==> src/rtl/seq_restoring_divider_pkg.sv <==
`default_nettype none
// ============================================================================
//  Module   : seq_restoring_divider_pkg
//  Purpose  : Shared FSM state encoding and default operand width for the
//             iterative restoring divider.
//  Revision : 1.0  initial release
// ============================================================================
package seq_restoring_divider_pkg;

   localparam int DEF_WIDTH = 8;

   typedef enum logic [1:0] {
      ST_IDLE = 2'd0,
      ST_RUN  = 2'd1,
      ST_DONE = 2'd2
   } state_t;

endpackage : seq_restoring_divider_pkg
`default_nettype wire

==> src/rtl/seq_restoring_divider_fullsub.sv <==
`default_nettype none
// ============================================================================
//  Module   : fullsub
//  Purpose  : One-bit full subtractor cell (a - b - bin), the dual of a full
//             adder; chained to form the divider's trial-subtract path.
//  Revision : 1.0  initial release
// ============================================================================
module fullsub (
   input  logic a,
   input  logic b,
   input  logic bin,
   output logic diff,
   output logic bout
);

   assign diff = a ^ b ^ bin;
   assign bout = (~a & b) | (~(a ^ b) & bin);

endmodule : fullsub
`default_nettype wire

==> src/rtl/seq_restoring_divider.sv <==
`default_nettype none
// ============================================================================
//  Module   : seq_restoring_divider
//  Purpose  : Unsigned restoring divider, one quotient bit per clock, with a
//             start/done handshake and divide-by-zero flag.
//  Revision : 1.0  initial release
// ============================================================================
module seq_restoring_divider
   import seq_restoring_divider_pkg::*;
#(
   parameter int WIDTH = DEF_WIDTH
) (
   input  logic             clk,
   input  logic             rst,
   input  logic             start,
   input  logic [WIDTH-1:0] dividend,
   input  logic [WIDTH-1:0] divisor,
   output logic             busy,
   output logic             done,
   output logic [WIDTH-1:0] quotient,
   output logic [WIDTH-1:0] remainder,
   output logic             div_by_zero
);

   localparam int               CNT_W    = $clog2(WIDTH);
   localparam logic [CNT_W-1:0] CNT_LAST = CNT_W'(WIDTH - 1);

   state_t             state_q, state_d;
   logic [CNT_W-1:0]   cnt_q,   cnt_d;
   logic [WIDTH-1:0]   d_q,     d_d;      // latched divisor
   logic [WIDTH-1:0]   r_q,     r_d;      // partial remainder
   logic [WIDTH-1:0]   q_q,     q_d;      // dividend shifting out / quotient shifting in
   logic [WIDTH-1:0]   quo_q,   quo_d;
   logic [WIDTH-1:0]   rem_q,   rem_d;
   logic               dbz_q,   dbz_d;

   // Trial subtract is WIDTH+1 bits wide: the shifted remainder can reach 2*D-1.
   logic [WIDTH:0]     sub_a;
   logic [WIDTH:0]     sub_b;
   logic [WIDTH:0]     sub_diff;
   logic [WIDTH+1:0]   sub_borrow;
   logic               sub_fit;
   logic [WIDTH-1:0]   r_next;
   logic [WIDTH-1:0]   q_next;

   assign sub_a         = {r_q, q_q[WIDTH-1]};
   assign sub_b         = {1'b0, d_q};
   assign sub_borrow[0] = 1'b0;

   for (genvar i = 0; i <= WIDTH; i++) begin : g_sub_chain
      fullsub u_fullsub (
         .a    (sub_a[i]),
         .b    (sub_b[i]),
         .bin  (sub_borrow[i]),
         .diff (sub_diff[i]),
         .bout (sub_borrow[i+1])
      );
   end

   // The difference is kept only if no borrow left the chain; the top diff
   // bit is necessarily 0 in that case, so folding it in is purely defensive.
   assign sub_fit = ~sub_borrow[WIDTH+1] & ~sub_diff[WIDTH];
   assign r_next  = sub_fit ? sub_diff[WIDTH-1:0] : sub_a[WIDTH-1:0];
   assign q_next  = {q_q[WIDTH-2:0], sub_fit};

   // State and datapath registers, cleared asynchronously.
   always_ff @(posedge clk or posedge rst) begin
      if (rst) begin
         state_q <= ST_IDLE;
         cnt_q   <= '0;
         d_q     <= '0;
         r_q     <= '0;
         q_q     <= '0;
         quo_q   <= '0;
         rem_q   <= '0;
         dbz_q   <= 1'b0;
      end else begin
         state_q <= state_d;
         cnt_q   <= cnt_d;
         d_q     <= d_d;
         r_q     <= r_d;
         q_q     <= q_d;
         quo_q   <= quo_d;
         rem_q   <= rem_d;
         dbz_q   <= dbz_d;
      end
   end

   // Next-state and datapath update; results only change when entering DONE.
   always_comb begin
      state_d = state_q;
      cnt_d   = cnt_q;
      d_d     = d_q;
      r_d     = r_q;
      q_d     = q_q;
      quo_d   = quo_q;
      rem_d   = rem_q;
      dbz_d   = dbz_q;
      case (state_q)
         ST_IDLE: begin
            if (start) begin
               if (divisor != '0) begin
                  d_d     = divisor;
                  q_d     = dividend;
                  r_d     = '0;
                  cnt_d   = '0;
                  dbz_d   = 1'b0;
                  state_d = ST_RUN;
               end else begin
                  // Divide by zero skips iteration and reports straight away.
                  quo_d   = '1;
                  rem_d   = dividend;
                  dbz_d   = 1'b1;
                  state_d = ST_DONE;
               end
            end
         end
         ST_RUN: begin
            r_d   = r_next;
            q_d   = q_next;
            cnt_d = cnt_q + CNT_W'(1);
            if (cnt_q == CNT_LAST) begin
               quo_d   = q_next;
               rem_d   = r_next;
               state_d = ST_DONE;
            end
         end
         ST_DONE: begin
            state_d = ST_IDLE;
         end
         default: begin
            state_d = ST_IDLE;
         end
      endcase
   end

   assign busy        = (state_q != ST_IDLE);
   assign done        = (state_q == ST_DONE);
   assign quotient    = quo_q;
   assign remainder   = rem_q;
   assign div_by_zero = dbz_q;

endmodule : seq_restoring_divider
`default_nettype wire

==> config.mk <==
export PLATFORM = sky130hd
export DESIGN_NAME = seq_restoring_divider
export DESIGN_NICKNAME = d
export VERILOG_FILES = /design/src/rtl/seq_restoring_divider_pkg.sv /design/src/rtl/seq_restoring_divider_fullsub.sv /design/src/rtl/seq_restoring_divider.sv
export SDC_FILE = /design/constraint.sdc
export NUM_CORES = 1
export LEC_CHECK = 0
export CAP_MARGIN = 20
export CELL_PAD_IN_SITES_DETAIL_PLACEMENT = 1
export CELL_PAD_IN_SITES_GLOBAL_PLACEMENT = 1
export CORE_MARGIN = 2
export CORE_UTILIZATION = 45
export DETAILED_ROUTE_END_ITERATION = 16
export HOLD_SLACK_MARGIN = 0.05
export PLACE_DENSITY = 0.91
export SLEW_MARGIN = 15
export SYNTH_ARGS = -nofsm -noshare
export SYNTH_HDL_FRONTEND = slang
export SYNTH_SLANG_ARGS = --single-unit
==> constraint.sdc <==
create_clock -name clk -period 9.1 [get_ports clk]
set_input_delay 1.365 -clock clk [delete_from_list [all_inputs] [get_ports clk]]
set_output_delay 1.365 -clock clk [all_outputs]
set_load 0.1 [all_outputs]
==> qor.txt <==
Status = complete, no violations
Final setup vio count = 0
Flops & latches, synth = 46
Die ar. = 0.00575 mm²
Initial Utilization = 0.461
CP required = 9.29 ns
Dpl hpwl = 3860 µm
DRC Markers = 0
Clock sinks = 46
Synth Flop Type = dfrtp_1
Reg-to-reg endpoint = remainder[1]$_DFFE_PP0P_
Reg2reg path depth = 15
Via/cell ratio = 5.24
Boundary Pins = 38
Core ar. = 0.00504 mm²
Ant diodes = 0
Worst-Skew Late Latency = 0.30 ns
Drt pass-1 iters = 4
First-pass GRT wire length = 9150 µm
Normalized max-slew margin = 0.336
Gp weighted congestion = 0.831
CTS clk-pin slew, worst paths = 0.09 ns
Fmax = 197 MHz
Hold path cells = 1
Rows = 26
Max-cap viol count = 0
Critical path arrival = 5.25 ns
Most frequent cells in the layout = dfrtp_1, clkdlybuf4s50_1, nand2_1
Share of layout cells above drive strength 1 = 0.124
Clock tree buffer depth = 2
Final setup TNS = 0 ns
Critical path class = flop to flop
Layout area overhead = 22.7%
CTS buffer count = 5
Routed WL per cell = 16.8 µm
GRT Total Usage = 0.216
Sequential area share after synthesis = 0.496
Root buf cell = clkbuf_8
Hold Fails Final Rpt = 0
GR Overflow Total = 0
Syn Area/Cell = 10.8 µm²
Most common cell after layout, fill and taps aside = dfrtp_1
Setup crit start kind = flop
Share of synthesized flip-flops with an asynchronous set or reset = 1.00
DRT iter0 DRCs = 96
Postcts setup bufs = 0
Min-delay src = remainder[0]$_DFFE_PP0P_
H-tree depth = 2
Vias = 1682
# port buffers = 37
Post-cts resize count = 0
ANT nets after route = 0
Max FO, Critical Path = 12
Initial antenna violation count = 0
Synthesized instance count = 215
Reg2Reg Setup Slack = 4.04 ns
Worst-Margin Slew = 0.993 ns
RSZ-0062 raised after global routing = false
WHS Endpoint = remainder[0]$_DFFE_PP0P_
CP endpoint kind = flop
Tmin final = 5.06 ns
Reg2reg start = q_q[7]$_DFFE_PP0P_
CTS tree = built
Largest net degree at the start of global routing = 47
Die X = 75.8 µm
Cts hold-fix bufs = 0
Final net count = 279
Synth Cell Area = 0.00232 mm²
Part of the cycle the worst path needs = 0.557
Wirelength, routed = 5380 µm
Post-synth EDFFs = 0
Synth Net Count = 244
Pins Over Slew Limit = 0
Min-delay worst type = flop to flop
Vias in the first global route = 1842
Syn. warnings = 0
Post-synthesis cell type count = 42
Chip Height = 75.8 µm
Clk_skew = 0.00859 ns
stage by stage:
| stage | hold slack, ns | instance area [µm²] | instances | util | setup slack, ns |
|---|---|---|---|---|---|
| floorplan | 0.446 | 2320 | 215 | - | 4.91 |
| global placement | 0.460 | 2740 | 313 | 0.543 | 4.33 |
| detailed placement | 0.469 | 2740 | 313 | 0.543 | 4.08 |
| CTS | 0.489 | 2850 | 321 | 0.565 | 4.01 |
| global route | 0.515 | 2850 | 321 | 0.565 | 3.76 |
| finish | 0.484 | 2850 | 321 | 0.565 | 4.04 |
cell families after synthesis:
family | after synthesis | synth area share
AOI/OAI and AO/OA | 43 | 0.128
xor gates and xnor gates | 2 | 0.00754
adders and majority gates | 10 | 0.0765
buffers and inverters | 26 | 0.0506
DFF | 46 | 0.496
muxes | 20 | 0.100
and+or+nand+nor | 68 | 0.141
worst max-delay path, stage by stage, from the launching register on:
cell and delay [ns]:
dfrtp_1 0.36, inv_1 0.06, ha_1 0.17, inv_1 0.07, fa_1 0.15, inv_1 0.05
fa_1 0.39, fa_1 0.40, fa_1 0.39, fa_1 0.40, fa_1 0.41, fa_1 0.54
xor2_1 0.82, mux2i_1 0.35, o21ai_0 0.10, mux2_2 0.29
Yosys cell counts (2+ instances only):
cell type  instances  area share
o21bai_1           2      0.0065
nor4_4             2       0.018
nand3_1            2      0.0043
a211oi_1           4       0.013
a22o_1             3       0.011
or3_1              2      0.0054
o21ai_1            2      0.0043
nor2_1            14       0.023
dfrtp_1           46        0.50
mux2_2             9       0.044
nor2b_1            3      0.0081
o21ai_0           15       0.032
a211o_1            3       0.011
a21boi_2           2      0.0097
buf_2              6       0.013
nor3_1             7       0.015
mux2i_1            6       0.026
clkbuf_1           2      0.0032
o22ai_1            2      0.0054
mux2_4             4       0.026
ha_1               3       0.016
a21oi_1            2      0.0043
nand2_1           35       0.057
o211ai_1           2      0.0065
inv_1             14       0.023
fa_1               7       0.060
routing by layer:
metal  wire length [µm]  track usage  up-vias
met5                  0            0        -
met2               2820        0.378       39
li1                   -            -      797
met1               2310        0.273      834
met3                151       0.0357       12
met4                 99       0.0643        0
registers in the layout, summed over array words and instances (netlist names):
signal and flops:
d_q 8, q_q 8, quotient 8, r_q 8, remainder 8, cnt_q 3, state_q 2, div_by_zero 1
worst max-delay path by stage:
stage	startpoint	to	slack (ns)	depth (start not counted)
after floorplan	d_q[0]$_DFFE_PP0P_	remainder[2]$_DFFE_PP0P_	4.91	15
after global placement	d_q[0]$_DFFE_PP0P_	remainder[1]$_DFFE_PP0P_	4.33	14
after detailed placement	d_q[0]$_DFFE_PP0P_	remainder[1]$_DFFE_PP0P_	4.08	14
after CTS	q_q[7]$_DFFE_PP0P_	remainder[1]$_DFFE_PP0P_	4.01	15
after global routing	q_q[7]$_DFFE_PP0P_	remainder[1]$_DFFE_PP0P_	3.76	15
final	q_q[7]$_DFFE_PP0P_	remainder[1]$_DFFE_PP0P_	4.04	15
final cells by class:
| cell class | instances | area (µm²) |
|---|---|---|
| clock buffer | 6 | 72.6 |
| clock inverter | 2 | 37.5 |
| fill | 547 | 2190 |
| inverter | 14 | 52.6 |
| multi-input combinational | 143 | 1060 |
| sequential | 46 | 1150 |
| tap | 70 | 87.6 |
| timing repair buffer | 40 | 393 |
Power is not shown: default switching activity piles up to over one toggle a cycle in this logic, so the estimate is an artifact.
